File: config.mk
export PLATFORM = sky130hd
export DESIGN_NAME = fib_decode_ctrl
export DESIGN_NICKNAME = d
export VERILOG_FILES = /design/src/rtl/fib_cac_pkg.sv /design/src/rtl/fib_step.sv /design/src/rtl/fib_decode_ctrl.sv
export SDC_FILE = /design/constraint.sdc
export NUM_CORES = 1
export LEC_CHECK = 0
export ABC_CLOCK_PERIOD_IN_PS = 5950
export CAP_MARGIN = 20
export CELL_PAD_IN_SITES_DETAIL_PLACEMENT = 0
export CELL_PAD_IN_SITES_GLOBAL_PLACEMENT = 2
export CORE_MARGIN = 2
export CORE_UTILIZATION = 43
export DETAILED_ROUTE_END_ITERATION = 8
export DONT_BUFFER_PORTS = 1
export PLACE_DENSITY = 0.85
export SETUP_SLACK_MARGIN = 0.1
export SYNTH_ARGS = -nofsm -noshare
export SYNTH_HDL_FRONTEND = slang
export SYNTH_HIERARCHICAL = 1
export SYNTH_SLANG_ARGS = --single-unit
export TNS_END_PERCENT = 50
File: constraint.sdc
create_clock -name clk -period 5.95 [get_ports clk]
set_clock_uncertainty 0.15 [all_clocks]
set_input_delay 0.595 -clock clk [delete_from_list [all_inputs] [get_ports clk]]
set_output_delay 0.595 -clock clk [all_outputs]
set_load 0.02 [all_outputs]
File: src/rtl/fib_cac_pkg.sv
// Shared types and constants for the Fibonacci (CAC) codeword decoder.
// Holds the controller state encoding, default widths and the weight-init value.
package fib_cac_pkg;

    typedef enum logic [1:0] {
        ST_IDLE = 2'd0,
        ST_RUN  = 2'd1,
        ST_DONE = 2'd2
    } state_t;

    localparam int unsigned CW_WIDTH_DEF   = 8;
    localparam int unsigned DATA_WIDTH_DEF = 6;

    // Both weight registers start here, so the first advance yields w(1)=2.
    localparam int unsigned W_INIT = 1;

endpackage

File: src/rtl/fib_step.sv
// One bit-serial Fibonacci decode step: weight advance, conditional add, adjacency check.
// Purely combinational so it can be chained for an unrolled decoder.
module fib_step
    import fib_cac_pkg::*;
#(
    parameter int unsigned DATA_WIDTH = DATA_WIDTH_DEF
) (
    input  logic                  bit_k,
    input  logic                  bit_prev,
    input  logic [DATA_WIDTH:0]   w_cur,
    input  logic [DATA_WIDTH:0]   w_prev,
    input  logic [DATA_WIDTH-1:0] acc,
    input  logic                  err,
    output logic [DATA_WIDTH:0]   w_cur_nx,
    output logic [DATA_WIDTH:0]   w_prev_nx,
    output logic [DATA_WIDTH-1:0] acc_nx,
    output logic                  err_nx
);

    logic violation;

    always_comb begin
        w_prev_nx = w_cur;
        w_cur_nx  = w_cur + w_prev;
        violation = bit_k & bit_prev;
        err_nx    = err | violation;
        acc_nx    = acc;
        // Once an error is seen the sum freezes; the offending bit is never added.
        if (bit_k && !err && !violation) begin
            acc_nx = acc + DATA_WIDTH'(w_cur);
        end
    end

endmodule

File: src/rtl/fib_decode_ctrl.sv
// Bit-serial Fibonacci (CAC) codeword decoder with valid/ready handshakes.
// IDLE accepts a codeword, RUN walks one bit per cycle, DONE holds the result.
module fib_decode_ctrl
    import fib_cac_pkg::*;
#(
    parameter int unsigned CW_WIDTH   = CW_WIDTH_DEF,
    parameter int unsigned DATA_WIDTH = DATA_WIDTH_DEF
) (
    input  logic                  clk,
    input  logic                  rst,
    input  logic [CW_WIDTH-1:0]   cw_in,
    input  logic                  cw_valid_in,
    output logic                  cw_ready_out,
    output logic [DATA_WIDTH-1:0] data_out,
    output logic                  err_out,
    output logic                  data_valid_out,
    input  logic                  data_ready_in,
    output logic                  busy_out
);

    localparam int unsigned K_W = (CW_WIDTH > 1) ? $clog2(CW_WIDTH) : 1;
    localparam int unsigned WW  = DATA_WIDTH + 1;

    state_t                state;
    logic [CW_WIDTH-1:0]   cw_reg;
    logic [K_W-1:0]        k;
    logic [DATA_WIDTH-1:0] acc;
    logic                  err;
    logic                  prev_bit;
    logic [WW-1:0]         w_cur;
    logic [WW-1:0]         w_prev;

    logic [WW-1:0]         w_cur_nx;
    logic [WW-1:0]         w_prev_nx;
    logic [DATA_WIDTH-1:0] acc_nx;
    logic                  err_nx;
    logic                  last_bit;

    assign last_bit = (k == K_W'(CW_WIDTH - 1));

    fib_step #(
        .DATA_WIDTH (DATA_WIDTH)
    ) u_step (
        .bit_k     (cw_reg[k]),
        .bit_prev  (prev_bit),
        .w_cur     (w_cur),
        .w_prev    (w_prev),
        .acc       (acc),
        .err       (err),
        .w_cur_nx  (w_cur_nx),
        .w_prev_nx (w_prev_nx),
        .acc_nx    (acc_nx),
        .err_nx    (err_nx)
    );

    always_ff @(posedge clk or posedge rst) begin
        if (rst) begin
            state          <= ST_IDLE;
            cw_reg         <= '0;
            k              <= '0;
            acc            <= '0;
            err            <= 1'b0;
            prev_bit       <= 1'b0;
            w_cur          <= WW'(W_INIT);
            w_prev         <= WW'(W_INIT);
            cw_ready_out   <= 1'b1;
            busy_out       <= 1'b0;
            data_valid_out <= 1'b0;
            data_out       <= '0;
            err_out        <= 1'b0;
        end else begin
            case (state)
                ST_IDLE: begin
                    if (cw_valid_in && cw_ready_out) begin
                        cw_reg       <= cw_in;
                        k            <= '0;
                        acc          <= '0;
                        err          <= 1'b0;
                        prev_bit     <= 1'b0;
                        w_cur        <= WW'(W_INIT);
                        w_prev       <= WW'(W_INIT);
                        cw_ready_out <= 1'b0;
                        busy_out     <= 1'b1;
                        state        <= ST_RUN;
                    end
                end
                ST_RUN: begin
                    acc      <= acc_nx;
                    err      <= err_nx;
                    w_cur    <= w_cur_nx;
                    w_prev   <= w_prev_nx;
                    prev_bit <= cw_reg[k];
                    k        <= k + K_W'(1);
                    // Result registers load from the step outputs so DONE needs no extra cycle.
                    if (last_bit) begin
                        data_out       <= acc_nx;
                        err_out        <= err_nx;
                        data_valid_out <= 1'b1;
                        state          <= ST_DONE;
                    end
                end
                ST_DONE: begin
                    if (data_ready_in) begin
                        data_valid_out <= 1'b0;
                        busy_out       <= 1'b0;
                        cw_ready_out   <= 1'b1;
                        state          <= ST_IDLE;
                    end
                end
                default: begin
                    data_valid_out <= 1'b0;
                    busy_out       <= 1'b0;
                    cw_ready_out   <= 1'b1;
                    state          <= ST_IDLE;
                end
            endcase
        end
    end

endmodule

==> run_results.csv, run 1 <==
group,metric,value,unit
cts,worstSkewPairLatency,0.30,ns
finish,multi_input_area,1070,sq um
cts,cts.sinks,43,
run_status,status,"complete, no violations",
global_route,grt_pass1_wl,7560,microns
pwr,clockPowerShare,0.183,
pwr,netSwitchingFraction,0.389,
logic_synthesis,postSynthCellCount,250,
pwr,p_leak,1.26,nW
detailed_routing,drt_wl_total,4290,microns
detailed_routing,drc,0,
finish,syn2layout_area_growth,5.11,%
pwr,seqPwrFrac,0.421,
pwr,p_total,1.24,mW
die,core,5170,sq um
cts,post_cts_buffers,0,
sta,rsz0062_at_grt,"false",
global_route,grt-ovfl-total,0,
global_route,grt_use_total,0.159,
pwr,ir_drop,0.207,mV
cts,path_clk_slew,0.09,ns
setup_path,crit_type,"flop to flop",
finish,layout_commonest_cell,"nand2_1",
finish,fillCellCount,517,
cts,cts_resized,0,
sta,setup_violations,0,
setup_path,cp_slowest_cell,"mux4_2",
die,io_pins,22,
global_route,grt_util_met2,0.266,
setup_path,crit_chain,"mux2i_1 -> mux4_2 -> inv_1 -> or3b_1 -> nor3b_2 -> xor2_1 -> mux2_2",
setup_path,required,5.98,ns
logic_synthesis,yosysWarnings,6,
setup_path,crit_arrival,2.62,ns
setup_path,critPathLaunchType,"flop",
place,dp_hpwl,2910,microns
sta,post-route-min-period,2.58,ns
pwr,power_switching,0.483,mW
setup_path,path_delay_family,"multiplexers",
detailed_routing,vias_per_cell,4.98,
cts,cts_tree,"yes",
min_path,hold_class,"input pin to asynchronous set/reset pin",
die,die_w,77.5,microns
logic_synthesis,synth_area,2320,sq um
detailed_routing,ant_nets,0,
finish,ff_latch_area,1080,sq um
die,rows,26,
sta,hold_violations,0,
run,cap_violations,0,
cts,cts_root_buf,"clkbuf_8",
sta,tns,0,ns
detailed_routing,vias,1564,
global_route,use_met1,0.201,
sta,finalCritPeriodShare,0.434,
setup_path,path_buf_inv,1,
sta,slew_headroom,0.602,
pwr,p_int,0.760,mW
die,initial_core_util,0.449,
sta,tightest_slew,0.594,ns
logic_synthesis,post_synth.cell_area_avg,9.30,sq um
place,gp_congestion,0.720,
pwr,p_comb_frac,0.396,
sta,fin_hold_ws,0.0168,ns
sta,fmax,0.387,GHz
detailed_routing,wire_per_inst,13.7,microns
finish,drive_gt1_frac,0.115,
pwr,p_per_area,509,nW/um^2
cts,cts_buffers,5,
sta,drv_slew,0,
finish,largest_register_ffs,8,
detailed_routing,drt_iter0_markers,72,
cts,ctsLongestPathBuffers,2,
cts,ctsHoldBuffers,0,
place,placed_cells,305,
detailed_routing,dr.pass1.iters,3,
setup_path,cp_slowest_stage_delay,0.50,ns
logic_synthesis,syn_nets,277,
setup_path,end_kind,"flop",
finish,num_antenna_cells,0,
die,die_y,77.5,microns
global_route,antenna_found_initial,0,
global_route,busiest_layer,"met2",
finish,fin_nets,270,
place,port_buffers,0,
global_route,grt_use_met3,0.0372,
finish,fin_cells,314,
cts,htree_levels,2,
die,die_area,6010,sq um
global_route,grt_start_max_net_pins,32,
finish,final_cell_mix,"75 x nand2_1, 40 x dfrtp_1, 23 x nand3_1",
global_route,first_global_vias,1578,
setup_path,critPathMaxFanout,10,
## through the flow
step | instance area, sq um | utilization | setup WS (ns)
floorplan | 2320 | - | 3.51
global placement | 2320 | 0.448 | 3.39
detailed placement | 2320 | 0.448 | 3.33
CTS | 2430 | 0.470 | 3.33
global route | 2440 | 0.472 | 3.19
finish | 2440 | 0.472 | 3.37
## cell type report
| cell class | count | share of cell area |
|---|---|---|
| sequential | 43 | 0.442 |
| tap | 70 | 0.0358 |
| clock inverter | 2 | 0.0154 |
| multi-input combinational | 174 | 0.437 |
| inverter | 14 | 0.0215 |
| timing repair buffer | 5 | 0.0184 |
| clock buffer | 6 | 0.0297 |
## worst paths after layout
| kind | startpoint | endpoint | slack [ns] | depth (start not counted) |
|---|---|---|---|---|
| max reg2reg | k[0]$_DFFE_PP0P_ | data_out[5]$_DFFE_PP0P_ | 3.37 | 7 |
| min reg2reg | cw_reg[1]$_DFFE_PP0P_ | cw_reg[1]$_DFFE_PP0P_ | 0.33 | 2 |
| max in group asynchronous | rst | w_cur[0]$_DFFE_PP1P_ | 4.88 | 2 |
| max | k[0]$_DFFE_PP0P_ | data_out[5]$_DFFE_PP0P_ | 3.37 | 7 |
| min | rst | err_out$_DFFE_PP0P_ | 0.02 | 1 |
| min in group clk | cw_in[2] | cw_reg[2]$_DFFE_PP0P_ | 0.24 | 2 |
## per-layer routing
layer / part of all wire / up-vias
met4: 0.014 / 0
li1: - / 796
met2: 0.47 / 21
met1: 0.49 / 742
met3: 0.031 / 5
met5: 0 / -
## worst reg2reg max path, cell delays in order (launching register included)
cell and delay (ns):
dfrtp_1 0.48, mux2i_1 0.15, mux4_2 0.50, inv_1 0.08, or3b_1 0.50, nor3b_2 0.24
xor2_1 0.10, mux2_2 0.26
## power groups by stage
stage                     combinational [mW]  clock (mW)  sequential [mW]
final                                  0.493       0.227            0.523
after global routing                   0.573       0.249            0.541
after CTS                              0.494       0.235            0.525
after detailed placement               0.493           0            0.531
after global placement                 0.484           0            0.530
after floorplan                        0.466           0            0.495
Power figures use the tool's default switching activity.
==> run 2, diff against run 1 <==
--- a/config.mk
+++ b/config.mk
@@ -5,15 +5,15 @@
 export SDC_FILE = /design/constraint.sdc
 export NUM_CORES = 1
 export LEC_CHECK = 0
-export ABC_CLOCK_PERIOD_IN_PS = 5950
+export ABC_CLOCK_PERIOD_IN_PS = 2300
 export CAP_MARGIN = 20
 export CELL_PAD_IN_SITES_DETAIL_PLACEMENT = 0
 export CELL_PAD_IN_SITES_GLOBAL_PLACEMENT = 2
 export CORE_MARGIN = 2
-export CORE_UTILIZATION = 43
+export CORE_UTILIZATION = 36
 export DETAILED_ROUTE_END_ITERATION = 8
 export DONT_BUFFER_PORTS = 1
-export PLACE_DENSITY = 0.85
+export PLACE_DENSITY = 0.76
 export SETUP_SLACK_MARGIN = 0.1
 export SYNTH_ARGS = -nofsm -noshare
 export SYNTH_HDL_FRONTEND = slang
==> constraint.sdc (replaced) <==
create_clock -name clk -period 2.3 [get_ports clk]
set_clock_uncertainty 0.15 [all_clocks]
set_input_delay 0.23 -clock clk [delete_from_list [all_inputs] [get_ports clk]]
set_output_delay 0.23 -clock clk [all_outputs]
set_load 0.02 [all_outputs]
==> run 2 against run 1 <==
  * Combinational power grew to 3.1 times the previous value
  * Non-clock buffer count rose by 20
  * First-iteration DRC count rose by 38%
  * Highest routed layer unchanged
  * The run now ends with negative setup slack left
  * Critical endpoint unchanged
  * Total power grew to 2.7 times the previous value
  * Critical path type unchanged
==> run_results.csv, run 2 (same netlist as run 1, synthesis figures left out) <==
group,metric,value,unit
run_status,status,"complete, but fails checks",
run_status,violations,"negative setup slack",
sta,setup_ws,-0.109,ns
finish,largest_register_ffs,8,
pwr,p_leak,1.35,nW
min_path,min_from,"cw_valid_in",
sta,rsz0062_at_grt,"true",
setup_path,path_delay_family,"multiplexers",
finish,layout_commonest_cell,"nand2_1",
die,die_y,84.4,microns
die,die_area,7120,sq um
finish,fin_cells,342,
global_route,first_global_vias,1734,
min_path,hold_class,"input pin to flop",
cts,worstSkewPairLatency,0.30,ns
sta,drv_slew,0,
detailed_routing,drt_iter0_markers,99,
place,dp_hpwl,3050,microns
setup_path,r2r-start,"k[0]$_DFFE_PP0P_",
cts,cts_root_buf,"clkbuf_8",
detailed_routing,drt_wl_total,4730,microns
setup_path,end_kind,"flop",
sta,post-route-min-period,2.41,ns
sta,tightest_slew,0.702,ns
pwr,ir_drop,0.467,mV
die,io_pins,22,
global_route,grt_start_max_net_pins,24,
sta,slew_headroom,0.529,
place,placed_cells,319,
cts,cts_buffers,5,
cts,htree_levels,2,
cts,cts.sinks,43,
setup_path,path_buf_inv,1,
setup_path,critPathLaunchType,"flop",
setup_path,crit_arrival,2.44,ns
detailed_routing,vias_per_cell,4.92,
detailed_routing,ant_nets,0,
setup_path,cp_slowest_cell,"mux4_2",
place,gp_congestion,0.757,
detailed_routing,dr.pass1.iters,4,
sta,finalCritPeriodShare,1.05,
die,initial_core_util,0.368,
sta,setup_violations,7,
die,die_w,84.4,microns
global_route,grt_use_total,0.147,
sta,fmax,0.415,GHz
min_path,hold_end,"busy_out$_DFFE_PP0P_",
finish,fillCellCount,643,
setup_path,cp_slowest_stage_delay,0.51,ns
setup_path,reg2regPathDepth,7,
place,port_buffers,0,
cts,cts_tree,"yes",
finish,final_cell_mix,"74 x nand2_1, 39 x dfrtp_1, 23 x nand3_1",
setup_path,regToRegEndpoint,"data_out[5]$_DFFE_PP0P_",
setup_path,r2r_slack,-0.11,ns
global_route,grt_pass1_wl,8370,microns
pwr,p_total,3.41,mW
detailed_routing,wire_per_inst,13.8,microns
setup_path,crit_type,"flop to flop",
die,rows,29,
sta,tns,-0.478,ns
global_route,grt-ovfl-total,0,
detailed_routing,drc,0,
finish,syn2layout_area_growth,14.0,%
sta,hold_violations,0,
finish,drive_gt1_frac,0.177,
setup_path,required,2.33,ns
setup_path,crit_chain,"mux2i_1 -> mux4_2 -> inv_2 -> or3b_4 -> nor3b_2 -> xor2_1 -> mux2_2",
cts,path_clk_slew,0.09,ns
detailed_routing,vias,1684,
finish,num_antenna_cells,0,
pwr,p_per_area,1290,nW/um^2
finish,fin_nets,291,
cts,ctsLongestPathBuffers,2,
setup_path,critPathMaxFanout,5,
global_route,antenna_found_initial,0,
min_path,whs_path_depth,2,
run,cap_violations,0,
finish,final_util,0.420,
die,core,6310,sq um
==> run 2: cell count changes in the layout (fill, tap and decap cells not counted), moves of 2 or more <==
cell	previous run	this run
buf_4	4	13
dlygate4sd3_1	0	11
o21ai_0	11	7
o21ai_2	1	5
or3b_4	0	2
==> run 2: cell type report <==
type,count,area (sq um),share of cell area
inverters,14,52.6,0.0198
flip-flops and latches,43,1080,0.408
repair buffers,25,228,0.0859
well taps,77,96.3,0.0364
multi-input cells,175,1100,0.415
clock buffers,5,68.8,0.0260
clock inverters,3,23.8,0.00897
==> run 2: worst max-delay path by stage <==
stage / from / to / slack (ns) / depth (start not counted)
after floorplan: k[0]$_DFFE_PP0P_ / data_out[0]$_DFFE_PP0P_ / -0.14 / 8
after global placement: k[0]$_DFFE_PP0P_ / data_out[0]$_DFFE_PP0P_ / -0.21 / 6
after detailed placement: k[0]$_DFFE_PP0P_ / data_out[5]$_DFFE_PP0P_ / -0.24 / 7
after CTS: k[0]$_DFFE_PP0P_ / data_out[5]$_DFFE_PP0P_ / -0.13 / 7
after global routing: k[0]$_DFFE_PP0P_ / data_out[5]$_DFFE_PP0P_ / -0.22 / 7
final: k[0]$_DFFE_PP0P_ / data_out[5]$_DFFE_PP0P_ / -0.11 / 7
==> run 2: power breakdown <==
group	switching (mW)	total [mW]	internal [mW]
combinational	0.793	1.55	0.756
clock	0.289	0.507	0.218
sequential	0.301	1.36	1.05
total	1.38	3.41	2.03
==> run 2: repair_timing <==
action                                 4_1_cts  5_1_grt
setup endpoints to repair                   12       13
gates cloned                                 1        0
hold buffers                                11        0
gates resized for setup                      9        3
pin swaps                                    1        2
endpoints found under the hold margin       27        0
setup buffers                                2        1
==> run 2: stage by stage <==
step | hold WS, ns | setup slack [ns] | instance area (sq um)
floorplan | 0.185 | -0.136 | 2320
global placement | 0.0265 | -0.208 | 2390
detailed placement | 0.0286 | -0.241 | 2390
CTS | 0.0136 | -0.135 | 2630
global route | 0.0681 | -0.223 | 2650
finish | 0.0162 | -0.109 | 2650
==> run 2: metal layers <==
layer / track usage / part of all wire / vias to the layer above
met1: 0.186 / 0.47 / 803
met3: 0.0344 / 0.036 / 2
li1: - / - / 842
met2: 0.250 / 0.49 / 37
met4: 0.0433 / 0.0061 / 0
met5: 0 / 0 / -
